File: src/rtl/add_and_or_unit_pkg.sv
// Shared op encodings and width constant for add_and_or_unit.
// Optional XOR on op 2'b11 is enabled by defining UNIT_XOR_EN.
package add_and_or_pkg;

   localparam int XLEN = 64;

   typedef logic [1:0] op_t;

   localparam op_t OP_AND = 2'b00;
   localparam op_t OP_OR  = 2'b01;
   localparam op_t OP_ADD = 2'b10;
   localparam op_t OP_XOR = 2'b11;

endpackage

File: src/rtl/add_and_or_unit_if.sv
// Request/response bundle between the execute operand muxes and the unit.
// Master drives requests; slave returns registered result and flags.
interface add_and_or_unit_if #(
   parameter int WIDTH = 64
) ();
   import add_and_or_pkg::*;

   logic             in_valid;
   op_t              op;
   logic [WIDTH-1:0] a;
   logic [WIDTH-1:0] b;
   logic             cin;
   logic             out_valid;
   logic [WIDTH-1:0] result;
   logic             zero;
   logic             carry;
   logic             overflow;

   modport master (
      output in_valid, op, a, b, cin,
      input  out_valid, result, zero, carry, overflow
   );

   modport slave (
      input  in_valid, op, a, b, cin,
      output out_valid, result, zero, carry, overflow
   );

endinterface

File: src/rtl/add_and_or_unit_add_core.sv
// Combinational adder with carry-in, unsigned carry-out and signed overflow.
module add_core #(
   parameter int WIDTH = 64
) (
   input  logic [WIDTH-1:0] a,
   input  logic [WIDTH-1:0] b,
   input  logic             cin,
   output logic [WIDTH-1:0] sum,
   output logic             carry,
   output logic             overflow
);

   logic [WIDTH:0] full;

   always_comb begin
      full     = {1'b0, a} + {1'b0, b} + {{WIDTH{1'b0}}, cin};
      sum      = full[WIDTH-1:0];
      carry    = full[WIDTH];
      overflow = (a[WIDTH-1] == b[WIDTH-1]) &&
                 (full[WIDTH-1] != a[WIDTH-1]);
   end

endmodule

File: src/rtl/add_and_or_unit.sv
// Registered ADD/AND/OR unit with zero, carry and overflow flags.
// Define UNIT_XOR_EN to map op 2'b11 to XOR instead of reserved.
module add_and_or_unit
   import add_and_or_pkg::*;
#(
   parameter int WIDTH = XLEN
) (
   input logic              clk,
   input logic              rst,
   add_and_or_unit_if.slave bus
);

   logic [WIDTH-1:0] add_sum;
   logic             add_carry;
   logic             add_ovf;
   logic [WIDTH-1:0] nxt_result;
   logic             nxt_carry;
   logic             nxt_ovf;

   add_core #(.WIDTH(WIDTH)) u_add (
      .a        (bus.a),
      .b        (bus.b),
      .cin      (bus.cin),
      .sum      (add_sum),
      .carry    (add_carry),
      .overflow (add_ovf)
   );

   always_comb begin
      nxt_result = '0;
      nxt_carry  = 1'b0;
      nxt_ovf    = 1'b0;
      unique case (bus.op)
         OP_AND: nxt_result = bus.a & bus.b;
         OP_OR:  nxt_result = bus.a | bus.b;
         OP_ADD: begin
            nxt_result = add_sum;
            nxt_carry  = add_carry;
            nxt_ovf    = add_ovf;
         end
`ifdef UNIT_XOR_EN
         OP_XOR: nxt_result = bus.a ^ bus.b;
`else
         default: nxt_result = '0;
`endif
      endcase
   end

   // Idle cycles drop out_valid but keep the last result and flags.
   always_ff @(posedge clk) begin
      if (rst) begin
         bus.out_valid <= 1'b0;
         bus.result    <= '0;
         bus.zero      <= 1'b0;
         bus.carry     <= 1'b0;
         bus.overflow  <= 1'b0;
      end else begin
         bus.out_valid <= bus.in_valid;
         if (bus.in_valid) begin
            bus.result   <= nxt_result;
            bus.zero     <= (nxt_result == '0);
            bus.carry    <= nxt_carry;
            bus.overflow <= nxt_ovf;
         end
      end
   end

endmodule

File: src/flat_wrapper.sv
// flat-port wrapper written by rule: the top's interface ports become plain ports
module add_and_or_unit_flat import add_and_or_pkg::*;
#(
   parameter int WIDTH = XLEN
)
  (clk, rst, bus_in_valid, bus_op, bus_a, bus_b, bus_cin, bus_out_valid, bus_result, bus_zero, bus_carry, bus_overflow);
  add_and_or_unit_if #(.WIDTH(WIDTH)) bus_i ();
  input logic clk;
  input logic rst;
  input wire logic [$bits(bus_i.in_valid)-1:0] bus_in_valid;
  input wire logic [$bits(bus_i.op)-1:0] bus_op;
  input wire logic [$bits(bus_i.a)-1:0] bus_a;
  input wire logic [$bits(bus_i.b)-1:0] bus_b;
  input wire logic [$bits(bus_i.cin)-1:0] bus_cin;
  output wire logic [$bits(bus_i.out_valid)-1:0] bus_out_valid;
  output wire logic [$bits(bus_i.result)-1:0] bus_result;
  output wire logic [$bits(bus_i.zero)-1:0] bus_zero;
  output wire logic [$bits(bus_i.carry)-1:0] bus_carry;
  output wire logic [$bits(bus_i.overflow)-1:0] bus_overflow;
  assign bus_i.in_valid = bus_in_valid;
  assign bus_i.op = bus_op;
  assign bus_i.a = bus_a;
  assign bus_i.b = bus_b;
  assign bus_i.cin = bus_cin;
  assign bus_out_valid = bus_i.out_valid;
  assign bus_result = bus_i.result;
  assign bus_zero = bus_i.zero;
  assign bus_carry = bus_i.carry;
  assign bus_overflow = bus_i.overflow;
  add_and_or_unit #(.WIDTH(WIDTH)) u_core (.clk(clk), .rst(rst), .bus(bus_i));
endmodule
File: config.mk
export PLATFORM = sky130hd
export DESIGN_NAME = add_and_or_unit_flat
export DESIGN_NICKNAME = d
export VERILOG_FILES = /design/src/rtl/add_and_or_unit_pkg.sv /design/src/rtl/add_and_or_unit_if.sv /design/src/rtl/add_and_or_unit_add_core.sv /design/src/rtl/add_and_or_unit.sv /design/src/flat_wrapper.sv
export SDC_FILE = /design/constraint.sdc
export NUM_CORES = 1
export LEC_CHECK = 0
export BUFFER_PORTS_ARGS = -buffer_cell sky130_fd_sc_hd__buf_2
export CORE_MARGIN = 2
export CORE_UTILIZATION = 40
export CTS_BUF_LIST = sky130_fd_sc_hd__clkbuf_4 sky130_fd_sc_hd__clkbuf_8
export DETAILED_ROUTE_END_ITERATION = 7
export PLACE_DENSITY_LB_ADDON = 0.2
export SLEW_MARGIN = 20
export SYNTH_ARGS = -nofsm -noshare
export SYNTH_HDL_FRONTEND = slang
export SYNTH_SLANG_ARGS = --single-unit
export TNS_END_PERCENT = 20
File: constraint.sdc
create_clock -name clk -period 3.45 [get_ports clk]
set_input_delay 0.345 -clock clk [delete_from_list [all_inputs] [get_ports clk]]
set_output_delay 0.345 -clock clk [all_outputs]
set_load 0.1 [all_outputs]
==> results.md, run 1 <==
* Fillcell total at 2234
* R2R Setup Slk at 2.60 ns
* Vias/cell at 5.59
* CP top delay family: compound AO/OA/AOI/OAI gates
* Vias in the first global route at 10995
* Final setup vio count at 0
* Hold-fix buffers, CTS at 0
* Buf+Inv Stages, Crit Path at 6
* Worst-Margin Slew at between 0.9 and 1 ns
* Synth area leader: ha_1
* P_leak at 6.75 nW
* Die H at 156 microns
* Worst Path Required at 3.71 ns
* Share of the synthesized area in the top cell type at 0.173
* Diodes inserted at 0
* Die width at 156 microns
* 1st-pass router iterations at 7
* Sequential area share after synthesis at 0.147
* Unrepaired setup endpoints after global routing: true
* Period utilization at 0.985
* Rel. slew slack at 0.362
* Via Count at 11696
* Overall routing resource usage at 0.322
* Max_cap viols at 0
* Register area at 1360 sq um
* H-tree levels at 3
* Crit-path max FO at 7
* Critical Path AT at 3.65 ns
* CTS tree: done
* Total CTS buffers at 9
* Syn Nets at 1597
* F_max at 0.294 GHz
* Count of final hold-check violations at 0
* Initial antenna violation count at 0
* Clk pin slew, worst setup/hold paths at 0.09 ns
* Critical path's largest stage delay at 0.43 ns
* Synth top cells by count: nor2_1 (151), inv_1 (145), ha_1 (128)
* Outcome: complete, no violations
* Startpoint class of the critical path: input port
* Clk buf depth at 2
* Predominant post-synthesis flop cell: dfxtp_1
* Syn Inst Count at around 1300
* Final ANT Viol Nets at 0
* Final wirelength at 40.3 mm
* Root buffer cell: clkbuf_8
* Slowest-stage cell, CP: a2111oi_4
* Post-synth EDFFs at 0
* Setup ws final at 0.0535 ns
* Area occupied by multi-input gates at 7420 sq um
* Largest net degree at the start of global routing at 80
* Final nets at 2065
* Worst skew pair latency at 0.37 ns
* Yosys cell types at slightly above 90
* Final Skew at 0 ns
* HPWL Detailed at 32.9 mm
* # rows at 55
* Cells along the critical path: buf_2 -> inv_1 -> ha_4 -> buf_4 -> nand4_1 -> nor3_2 -> o211ai_1 -> buf_4 -> a2111oi_4 -> buf_4 -> o311ai_1 -> buf_4 -> a21o_1 -> nand2_1 -> a21oi_1 -> o21ai_0 -> xnor2_1 -> o22ai_1 -> o31ai_2
* Final core utilization at 0.593
* Pwr dens at just over 300 nW/um^2
* Cell with the most instances after synthesis: nor2_1
* Top cells by area, synth: ha_1 (17%), dfxtp_1 (15%), a21oi_1 (6.6%)
* IO Count at 202
* Worst vdd ir at ~180 uV
* Yosys reg bits at 68
* Starting Density at 0.409
* Dpl ws at -0.673 ns
* Worst setup path class: input port to register
* DR WL/cell at 19.3 microns
* Worst setup startpoint: bus_a[10]
* Iteration-0 DRC Markers at 890
* Share of layout cells above drive strength 1 at 0.357
* First-pass GRT wire length at 61.2 mm
* Core area at 22700 sq um
* Post-synth ARST share at 0
* Clk sinks at between 60 and 70
* Placer congestion estimate at 1.02
* Fin. max-slew vios at 0
* Area delta synth->final at 44.9%
* Worst R2R Start: u_core.bus.result[24]$_SDFFE_PP0P_
* Synth warnings at 0
* Post-route DRC at 0
* Worst hold path class: input port to register
* Post-Syn Area per Cell at 6.96 sq um
* Post-Syn Area at slightly above 9000 sq um
* Total gr overflow at 0
* Buffers on Ports at 201
* CP endpoint kind: register
* Tmin final at 3.40 ns
* Worst hold path startpoint: bus_a[63]
* Die area at 24400 sq um
* CP most frequent cell: buf_4
==> worst register-to-register path: cells and delay by family (launching register included) <==
| kind | cells | cell delay (ns) |
|---|---|---|
| DFF | 1 | 0.35 |
| AOI/OAI and AO/OA | 1 | 0.12 |
| and+or+nand+nor | 1 | 0.28 |
==> worst paths after layout <==
path                                        end  cells past startpoint
max                u_core.bus.zero$_SDFFE_PP0P_                     19
min            u_core.bus.overflow$_SDFFE_PP0P_                      5
max reg2reg  u_core.bus.result[24]$_SDFFE_PP0P_                      2
min reg2reg   u_core.bus.result[2]$_SDFFE_PP0P_                      2
==> cell type report <==
class,count,share of cell area
clock buffers,9,0.00921
clock inverters,7,0.00614
multi-input cells,1038,0.552
inverters,146,0.0407
flip-flops and latches,68,0.101
well taps,285,0.0265
repair buffers,539,0.265
==> timing repair <==
action	in CTS	in global routing
pin swaps	6	18
setup buffers	2	7
resized for setup	24	48
setup endpoints to repair	1	6
==> report_power, final <==
part | internal [mW] | switching (mW)
registers | 0.844 | 0.0354
logic | 0.979 | 1.56
clock network | 0.347 | 0.411
==> flip-flops by register name (all words and copies together) (netlist names) <==
name and cells:
u_core.bus.carry 1, u_core.bus.out_valid 1, u_core.bus.overflow 1, u_core.bus.result 64, u_core.bus.zero 1
==> per-layer routing <==
metal	global-route usage	wire length (microns)	vias up
li1	-	-	5710
met1	0.449	18500	5483
met2	0.532	18100	435
met3	0.0341	2670	68
met4	0.0786	984	0
met5	0	0	-
==> metrics by stage <==
stage,hold slack (ns),std cells,setup TNS (ns),instance area [sq um],power [mW]
6_report,0.434,2092,0,13500,4.17
5_1_grt,0.457,2092,-0.0943,13500,4.38
4_1_cts,0.412,2085,0,13100,4.08
3_5_place_dp,0.457,2067,-3.79,12800,3.30
3_3_place_gp,0.456,2067,-3.55,12800,3.28
2_1_floorplan,0.666,1334,0,9280,2.29
==> kinds of logic after synthesis <==
family	after synthesis	share of synthesized area
flops	68	0.147
mux	6	0.00647
simple gates	406	0.207
buf+inv	228	0.0938
xor+xnor	44	0.0415
fa+ha+maj	129	0.175
compound gates	453	0.330
==> placed cells by master (no fill, tap or decap), types with 4 or more instances in the layout <==
cell type,synthesis,routed
ha_1,128,121
o21ai_1,7,11
clkbuf_8,0,9
o211a_1,6,6
dfxtp_1,68,68
a22oi_1,5,4
a21o_1,26,25
and4_1,10,10
a311oi_1,4,4
a211oi_1,72,71
a31oi_2,1,4
a21oi_1,123,110
o21bai_1,13,13
o21a_1,10,10
a21oi_2,3,16
xnor2_1,28,28
o31a_1,4,4
nand2b_1,9,9
and3_1,8,8
buf_2,10,199
ha_4,0,5
a31oi_1,7,4
nor3_1,22,20
nor2_1,151,149
mux2i_1,6,6
o21ai_0,77,70
or4_1,5,4
nand3_1,16,16
or3_1,5,5
inv_1,145,145
buf_4,0,339
nand2_1,110,109
nor4_1,8,5
o221ai_1,5,5
or2_2,6,6
o211ai_1,12,12
o22ai_1,14,13
xor2_1,16,15
nand4_1,35,35
Power figures use the tool's default switching activity.
==> run 2: changes to the inputs <==
--- a/config.mk
+++ b/config.mk
@@ -14,5 +14,6 @@
 export SLEW_MARGIN = 20
 export SYNTH_ARGS = -nofsm -noshare
 export SYNTH_HDL_FRONTEND = slang
+export SYNTH_HIERARCHICAL = 1
 export SYNTH_SLANG_ARGS = --single-unit
 export TNS_END_PERCENT = 20
==> run 2 against run 1 <==
The run now ends with negative setup slack left. First-iteration DRC count decreased by 20%. Cell area decreased by 18%. Combinational power decreased by 14%. Final cell count decreased by 22%. Synthesized cell count decreased by 27%. Register-to-register slack improved by 0.03 ns. Critical endpoint is now u_core/bus.zero$_SDFFE_PP0P_.
==> results.md, run 2 <==
* Vias/cell at 5.61
* Worst-Margin Slew at 0.994 ns
* Syn Inst Count at 978
* Total gr overflow at 0
* Setup ws final at -0.281 ns
* Period utilization at 1.08
* Setup Fix Bufs, Post-CTS at 0
* Final setup vio count at 1
* Worst Path Required at about 3.8 ns
* 1st-pass router iterations at 5
* Hold slack final at 0.361 ns
* Share of the synthesized area in the top cell type at 0.181
* Area occupied by multi-input gates at between 5000 and 6000 sq um
* Starting Density at 0.405
* Initial antenna violation count at 0
* R2R Setup Slk at 2.63 ns
* Syn Nets at 1177
* Iteration-0 DRC Markers at 708
* Critical Path AT at a little over 4 ns
* Vias in the first global route at around 8800
* First-pass GRT wire length at ~44 mm
* Outcome: complete, but fails checks
* H-tree levels at 3
* Via Count at 9199
* Final Skew at 0 ns
* Tmin final at 3.73 ns
* Failing checks: negative setup slack
* Commonest non-fill, non-tap cell in the layout: buf_4
* DR WL/cell at 17.0 microns
* Clk buf depth at 2
* P_leak at 5.13 nW
* Core area at 18600 sq um
* Diodes inserted at 0
* IO Count at between 200 and 250
* Worst setup path class: input port to register
* Max reg flops at 64
* Most flops, register: u_core/bus.result
* Post-route DRC at 0
* Largest net degree at the start of global routing at roughly 110
* Clk pin slew, worst setup/hold paths at 0.08 ns
* Overall routing resource usage at 0.276
* CP endpoint kind: register
* Cells on worst reg2reg path at 2
* Worst Hold End: u_core/bus.carry$_SDFFE_PP0P_
* F_max at roughly 0.27 GHz
* Hold path cells at 3
* Synth warnings at 6
* Synth area leader: dfxtp_1
* Post-Layout Cell Count at 1641
* Worst R2R End: u_core/bus.result[46]$_SDFFE_PP0P_
* Total CTS buffers at 9
* Sequential area share after synthesis at 0.181
* Count of final hold-check violations at 0
* Setup TNS at -0.281 ns
* Hold-fix buffers, CTS at 0
* # rows at 50
* CTS tree: done
* Rel. slew slack at 0.337
* Crit-path max FO at 3
* Die area at 19900 sq um
* Die width at 141 microns
* Worst skew pair latency at between 0.3 and 0.4 ns
* Pwr dens at 360 nW/um^2
* Placer congestion estimate at 0.962
* Post-synth EDFFs at 0
* Post-Syn Area at roughly 7500 sq um
* Worst R2R Start: u_core/bus.result[46]$_SDFFE_PP0P_
* Unrepaired setup endpoints after global routing: true
* DP Cell Count at about 1600
* Yosys cell types at 63
* Final wirelength at ~28 mm
* Share of layout cells above drive strength 1 at 0.376
* Area delta synth->final at 46.7%
* Final ANT Viol Nets at 0
* Cell with the most instances after synthesis: nor2_1
* Yosys reg bits at 68
* Fin. max-slew vios at 0
* Most frequent cells in the layout: buf_4 (275), buf_2 (200), nor2_1 (104)
* Worst hold path startpoint: bus_in_valid
* HPWL Detailed at 23.0 mm
* Buffers on Ports at 201
* Synth top cells by count: nor2_1 (104), a21oi_1 (84), a211oi_1 (77)
* Die H at 141 microns
* Fillcell total at 1764
* Max_cap viols at 0
* Worst vdd ir at 224 uV
* Predominant post-synthesis flop cell: dfxtp_1
* Post-Syn Area per Cell at 7.70 sq um
* Post-synth ARST share at 0
* Final nets at 1601
* Top cells by area, synth: dfxtp_1 (18%), ha_1 (10%), maj3_1 (8.4%)
* Startpoint class of the critical path: input port
* Worst hold path class: input port to register
* Clk sinks at 68
* Register area at about 1400 sq um
* Root buffer cell: clkbuf_8
## run 2: metrics by stage
step | util | total power, mW | area (sq um) | setup WS, ns
finish | 0.595 | 3.97 | 11100 | -0.281
floorplan | - | 2.22 | 7610 | -0.152
detailed placement | 0.577 | 3.04 | 10700 | -0.823
global route | 0.595 | 4.19 | 11100 | -0.552
CTS | 0.593 | 3.96 | 11000 | -0.317
global placement | 0.577 | 3.03 | 10700 | -0.663
## run 2: timing repair
action / in CTS / in global routing
setup endpoints to repair: 1 / 7
resized for setup: 4 / 6
pin swaps: 2 / 3
## run 2: power by group
part	leakage, nW	total (mW)	internal [mW]	switching, mW
clock network	0.134	0.910	0.558	0.352
logic	4.43	2.19	0.882	1.31
registers	0.563	0.876	0.844	0.0318
## run 2: cell families (layout without fill, tap and decap cells)
family	after synthesis	count (layout)	synth area share
muxes	2	2	0.00282
AOI/OAI and AO/OA	368	368	0.336
adders and majority gates	129	129	0.195
buffers and inverters	83	512	0.0457
DFF	68	68	0.181
and+or+nand+nor	270	270	0.172
xor gates and xnor gates	58	58	0.0674
## run 2: worst max path at each step
stage,startpoint,endpoint,slack [ns],cells past startpoint
finish,bus_a[1],u_core/bus.zero$_SDFFE_PP0P_,-0.28,17
global route,bus_cin,u_core/bus.zero$_SDFFE_PP0P_,-0.55,18
CTS,bus_cin,u_core/bus.zero$_SDFFE_PP0P_,-0.32,18
detailed placement,bus_cin,u_core/bus.zero$_SDFFE_PP0P_,-0.82,18
global placement,bus_a[1],u_core/bus.zero$_SDFFE_PP0P_,-0.66,17
floorplan,bus_cin,u_core/bus.zero$_SDFFE_PP0P_,-0.15,16
## run 2: area by class of cell
cell class / count / area share
multi-input cells: 827 / 0.540
repair buffers: 476 / 0.279
flip-flops and latches: 68 / 0.123
well taps: 234 / 0.0265
clock inverters: 7 / 0.0132
clock buffers: 9 / 0.0112
inverters: 20 / 0.00679
## run 2: layer usage
metal,part of all wire,global-route usage,vias to the layer above
met1,0.45,0.375,4252
met2,0.47,0.466,317
li1,-,-,4592
met5,0,0,-
met4,0.019,0.0737,0
met3,0.056,0.0296,38
## run 2: worst max-delay path, cell delays in order
cell and delay [ns]:
buf_2 0.11, ha_1 0.29, a21oi_1 0.10, o21a_1 0.22, a311o_1 0.42, a311oi_1 0.40
a211oi_1 0.11, buf_4 0.17, o22ai_1 0.35, nor3_1 0.12, o21ai_0 0.21, xor2_1 0.09
a22oi_1 0.30, nand4_1 0.16, nor4_2 0.32, nand4_1 0.13, o31ai_2 0.18
==> run 3: changes to the inputs <==
--- a/config.mk
+++ b/config.mk
@@ -5,11 +5,13 @@
 export SDC_FILE = /design/constraint.sdc
 export NUM_CORES = 1
 export LEC_CHECK = 0
+export ABC_AREA = 1
 export BUFFER_PORTS_ARGS = -buffer_cell sky130_fd_sc_hd__buf_2
 export CORE_MARGIN = 2
 export CORE_UTILIZATION = 40
 export CTS_BUF_LIST = sky130_fd_sc_hd__clkbuf_4 sky130_fd_sc_hd__clkbuf_8
 export DETAILED_ROUTE_END_ITERATION = 7
+export GPL_ROUTABILITY_DRIVEN = 0
 export PLACE_DENSITY_LB_ADDON = 0.2
 export SLEW_MARGIN = 20
 export SYNTH_ARGS = -nofsm -noshare
==> run 3 against run 2 <==
The run now ends clean. Clock skew is the same. Die area grew 31%. Total power shrank 6.9%. Flip-flop and latch count is the same. Worst setup slack gained 0.59 ns. Cell area grew 4.3%. Core utilization shrank 12 points. Count of clock-buffer cells in the layout grew 1. Maximum frequency grew 19%. Critical path depth grew 2. Critical endpoint unchanged. Largest power group unchanged.
==> results.md, run 3 <==
* Die H at between 150 and 200 microns
* Share of the synthesized area in the top cell type at 0.235
* Sequential area share after synthesis at 0.137
* # resized after CTS at 0
* Buf+Inv Stages, Crit Path at 1
* Syn Nets at 2120
* Setup crit end: u_core/bus.zero$_SDFFE_PP0P_
* Vias in the first global route at 11516
* Fin. max-slew vios at 0
* Clk buf depth at 2
* Area occupied by multi-input gates at 7110 sq um
* Max_cap viols at 0
* Yosys cell types at 37
* 1st-pass router iterations at 6
* Max reg flops at 64
* F_max at 0.319 GHz
* Commonest non-fill, non-tap cell in the layout: nand2_1
* # rows at 57
* Clk sinks at ~70
* Final instance area at 11500 sq um
* Tmin final at 3.14 ns
* Die area at 26100 sq um
* Most frequent cells in the layout: nand2_1 (622), inv_1 (325), nor2_1 (295)
* CTS tree: done
* Final wirelength at approximately 40 mm
* Post-Syn Area at 9920 sq um
* Die width at 161 microns
* Fraction of power consumed by combinational cells at 0.567
* Dpl ws at -0.00599 ns
* Share of layout cells above drive strength 1 at 0.126
* Root buffer cell: clkbuf_8
* Post-Syn Area per Cell at 5.17 sq um
* Synth warnings at 6
* HPWL Detailed at 33.8 mm
* Worst-Margin Slew at 1.01 ns
* Critical path's largest stage delay at 0.52 ns
* Most flops, register: u_core/bus.result
* Cell with the most instances after synthesis: nand2_1
* Top cells by area, synth: nand2_1 (24%), dfxtp_1 (14%), inv_1 (12%)
* Period utilization at 0.909
* Post-synth EDFFs at 0
* Placement Cell Area at 11300 sq um
* Cells on worst reg2reg path at 3
* Worst Path Required at 3.72 ns
* Predominant post-synthesis flop cell: dfxtp_1
* Synth top cells by count: nand2_1 (622), inv_1 (326), nor2_1 (296)
* Total Power at between 3 and 4 mW
* Initial antenna violation count at 2
* CP top delay family: simple AND/OR/NAND/NOR gates
* P_leak at just under 7 nW
* Iteration-0 DRC Markers at 1479
* Rel. slew slack at 0.326
* Total gr overflow at 0
* Final Skew at 0 ns
* Reg power frac at 0.237
* Worst setup startpoint: bus_a[0]
* Hold-fix buffers, CTS at 0
* Area delta synth->final at 16.2%
* Worst setup path class: input port to register
* Starting Density at 0.408
* Setup ws final at 0.313 ns
* Largest net degree at the start of global routing at slightly below 80
* Synth area leader: nand2_1
* Final setup vio count at 0
* Setup Fix Bufs, Post-CTS at 0
* Critical path depth at 19
* CP endpoint kind: register
* Core area at 24300 sq um
* DR WL/cell at between 15 and 20 microns
* Cells along the critical path: buf_2 -> fa_1 -> fa_1 -> nand3_1 -> nand2_2 -> nand2_1 -> nand3_2 -> nand3_1 -> nand3_1 -> xor2_1 -> nand2_1 -> nand3_1 -> nor2_1 -> nand2_1 -> nor2_1 -> nand2_1 -> nor2_1 -> nand3_1 -> a21oi_1
* Worst skew pair latency at 0.34 ns
* Post-route DRC at 0
* Final ANT Viol Nets at 0
* Register area at between 1000 and 1500 sq um
* Yosys reg bits at 68
* Slowest-stage cell, CP: fa_1
* CP most frequent cell: nand3_1
* Fillcell total at 2741
* H-tree levels at 3
* R2R Setup Slk at between 2 and 3 ns
* Switching power at 1.87 mW
* Worst hold path class: input port to register
* Overall routing resource usage at 0.299
* Syn Inst Count at 1921
* Crit-path max FO at 5
* First-pass GRT wire length at 61.3 mm
* Worst R2R End: u_core/bus.result[51]$_SDFFE_PP0P_
* Worst R2R Start: u_core/bus.result[51]$_SDFFE_PP0P_
* Final nets at 2310
* Pwr dens at 321 nW/um^2
* Clock share of power at 0.197
* Vias/cell at 5.19
* Total CTS buffers at 9
* Outcome: complete, no violations
* Unrepaired setup endpoints after global routing: false
* Post-synth ARST share at 0
* IO Count at 202
* Startpoint class of the critical path: input port
* Buffers on Ports at about 200
* Critical Path AT at 3.41 ns
* Internal Power at 1.83 mW
* Worst vdd ir at 280 uV
* Clk pin slew, worst setup/hold paths at 0.08 ns
* Count of final hold-check violations at 0
* Switching share of power at 0.505
* Via Count at 12667
## run 3: cell types whose count changed after synthesis, moves of 74 or more
cell | before | now
a211oi_1 | 77 | 0
inv_1 | 19 | 326
nand2_1 | 50 | 622
nand3_1 | 20 | 162
nor2_1 | 104 | 296
o21ai_0 | 37 | 111
## run 3: area by class of cell
class	count	share of cell area
diodes	2	0.000434
clock buffers	10	0.0119
clock inverters	5	0.00738
inverters	328	0.107
multi-input cells	1481	0.616
flip-flops and latches	68	0.118
well taps	324	0.0352
repair buffers	223	0.104
## run 3: worst min path at each step
stage / to / slack (ns) / startpoint / depth (start not counted)
6_report: u_core/bus.result[49]$_SDFFE_PP0P_ / 0.43 / bus_b[49] / 5
3_5_place_dp: u_core/bus.result[0]$_SDFFE_PP0P_ / 0.47 / u_core/bus.result[0]$_SDFFE_PP0P_ / 2
2_1_floorplan: u_core/bus.result[41]$_SDFFE_PP0P_ / 0.58 / bus_b[41] / 4
4_1_cts: u_core/bus.result[49]$_SDFFE_PP0P_ / 0.40 / bus_b[49] / 5
3_3_place_gp: u_core/bus.result[55]$_SDFFE_PP0P_ / 0.46 / u_core/bus.result[55]$_SDFFE_PP0P_ / 2
5_1_grt: u_core/bus.result[44]$_SDFFE_PP0P_ / 0.44 / bus_b[44] / 5
## run 3: metal layers
metal / track usage / share of wire / vias to the layer above
li1: - / - / 6324
met1: 0.425 / 0.45 / 5681
met2: 0.463 / 0.42 / 602
met3: 0.0508 / 0.10 / 60
met4: 0.0844 / 0.025 / 0
met5: 0 / 0 / -
## run 3: power by group through the flow
stage | combinational [mW] | sequential, mW | clock, mW
after floorplan | 1.01 | 1.32 | 0
after global placement | 2.04 | 0.893 | 0
after detailed placement | 2.04 | 0.894 | 0
after CTS | 2.05 | 0.876 | 0.748
after global routing | 2.26 | 0.883 | 0.782
final | 2.10 | 0.876 | 0.728
## run 3: tightest hold or removal path, delay by kind of cell
family	cells	cell delay (ns)
simple gates	2	0.15
compound gates	1	0.08
buf+inv	2	0.17
## run 3: cell families after synthesis
logic type	synth area share
adders and majority gates	0.0835
DFF	0.137
AOI/OAI and AO/OA	0.132
xor gates and xnor gates	0.0362
and+or+nand+nor	0.463
buffers and inverters	0.148
## run 3: per-stage QoR
step | util | cells | TNS [ns] | hold slack (ns)
2_1_floorplan | - | 1921 | 0 | 0.581
5_1_grt | 0.474 | 2441 | 0 | 0.437
6_report | 0.474 | 2441 | 0 | 0.428
3_3_place_gp | 0.465 | 2424 | 0 | 0.458
4_1_cts | 0.474 | 2439 | 0 | 0.402
3_5_place_dp | 0.465 | 2424 | -0.00599 | 0.468
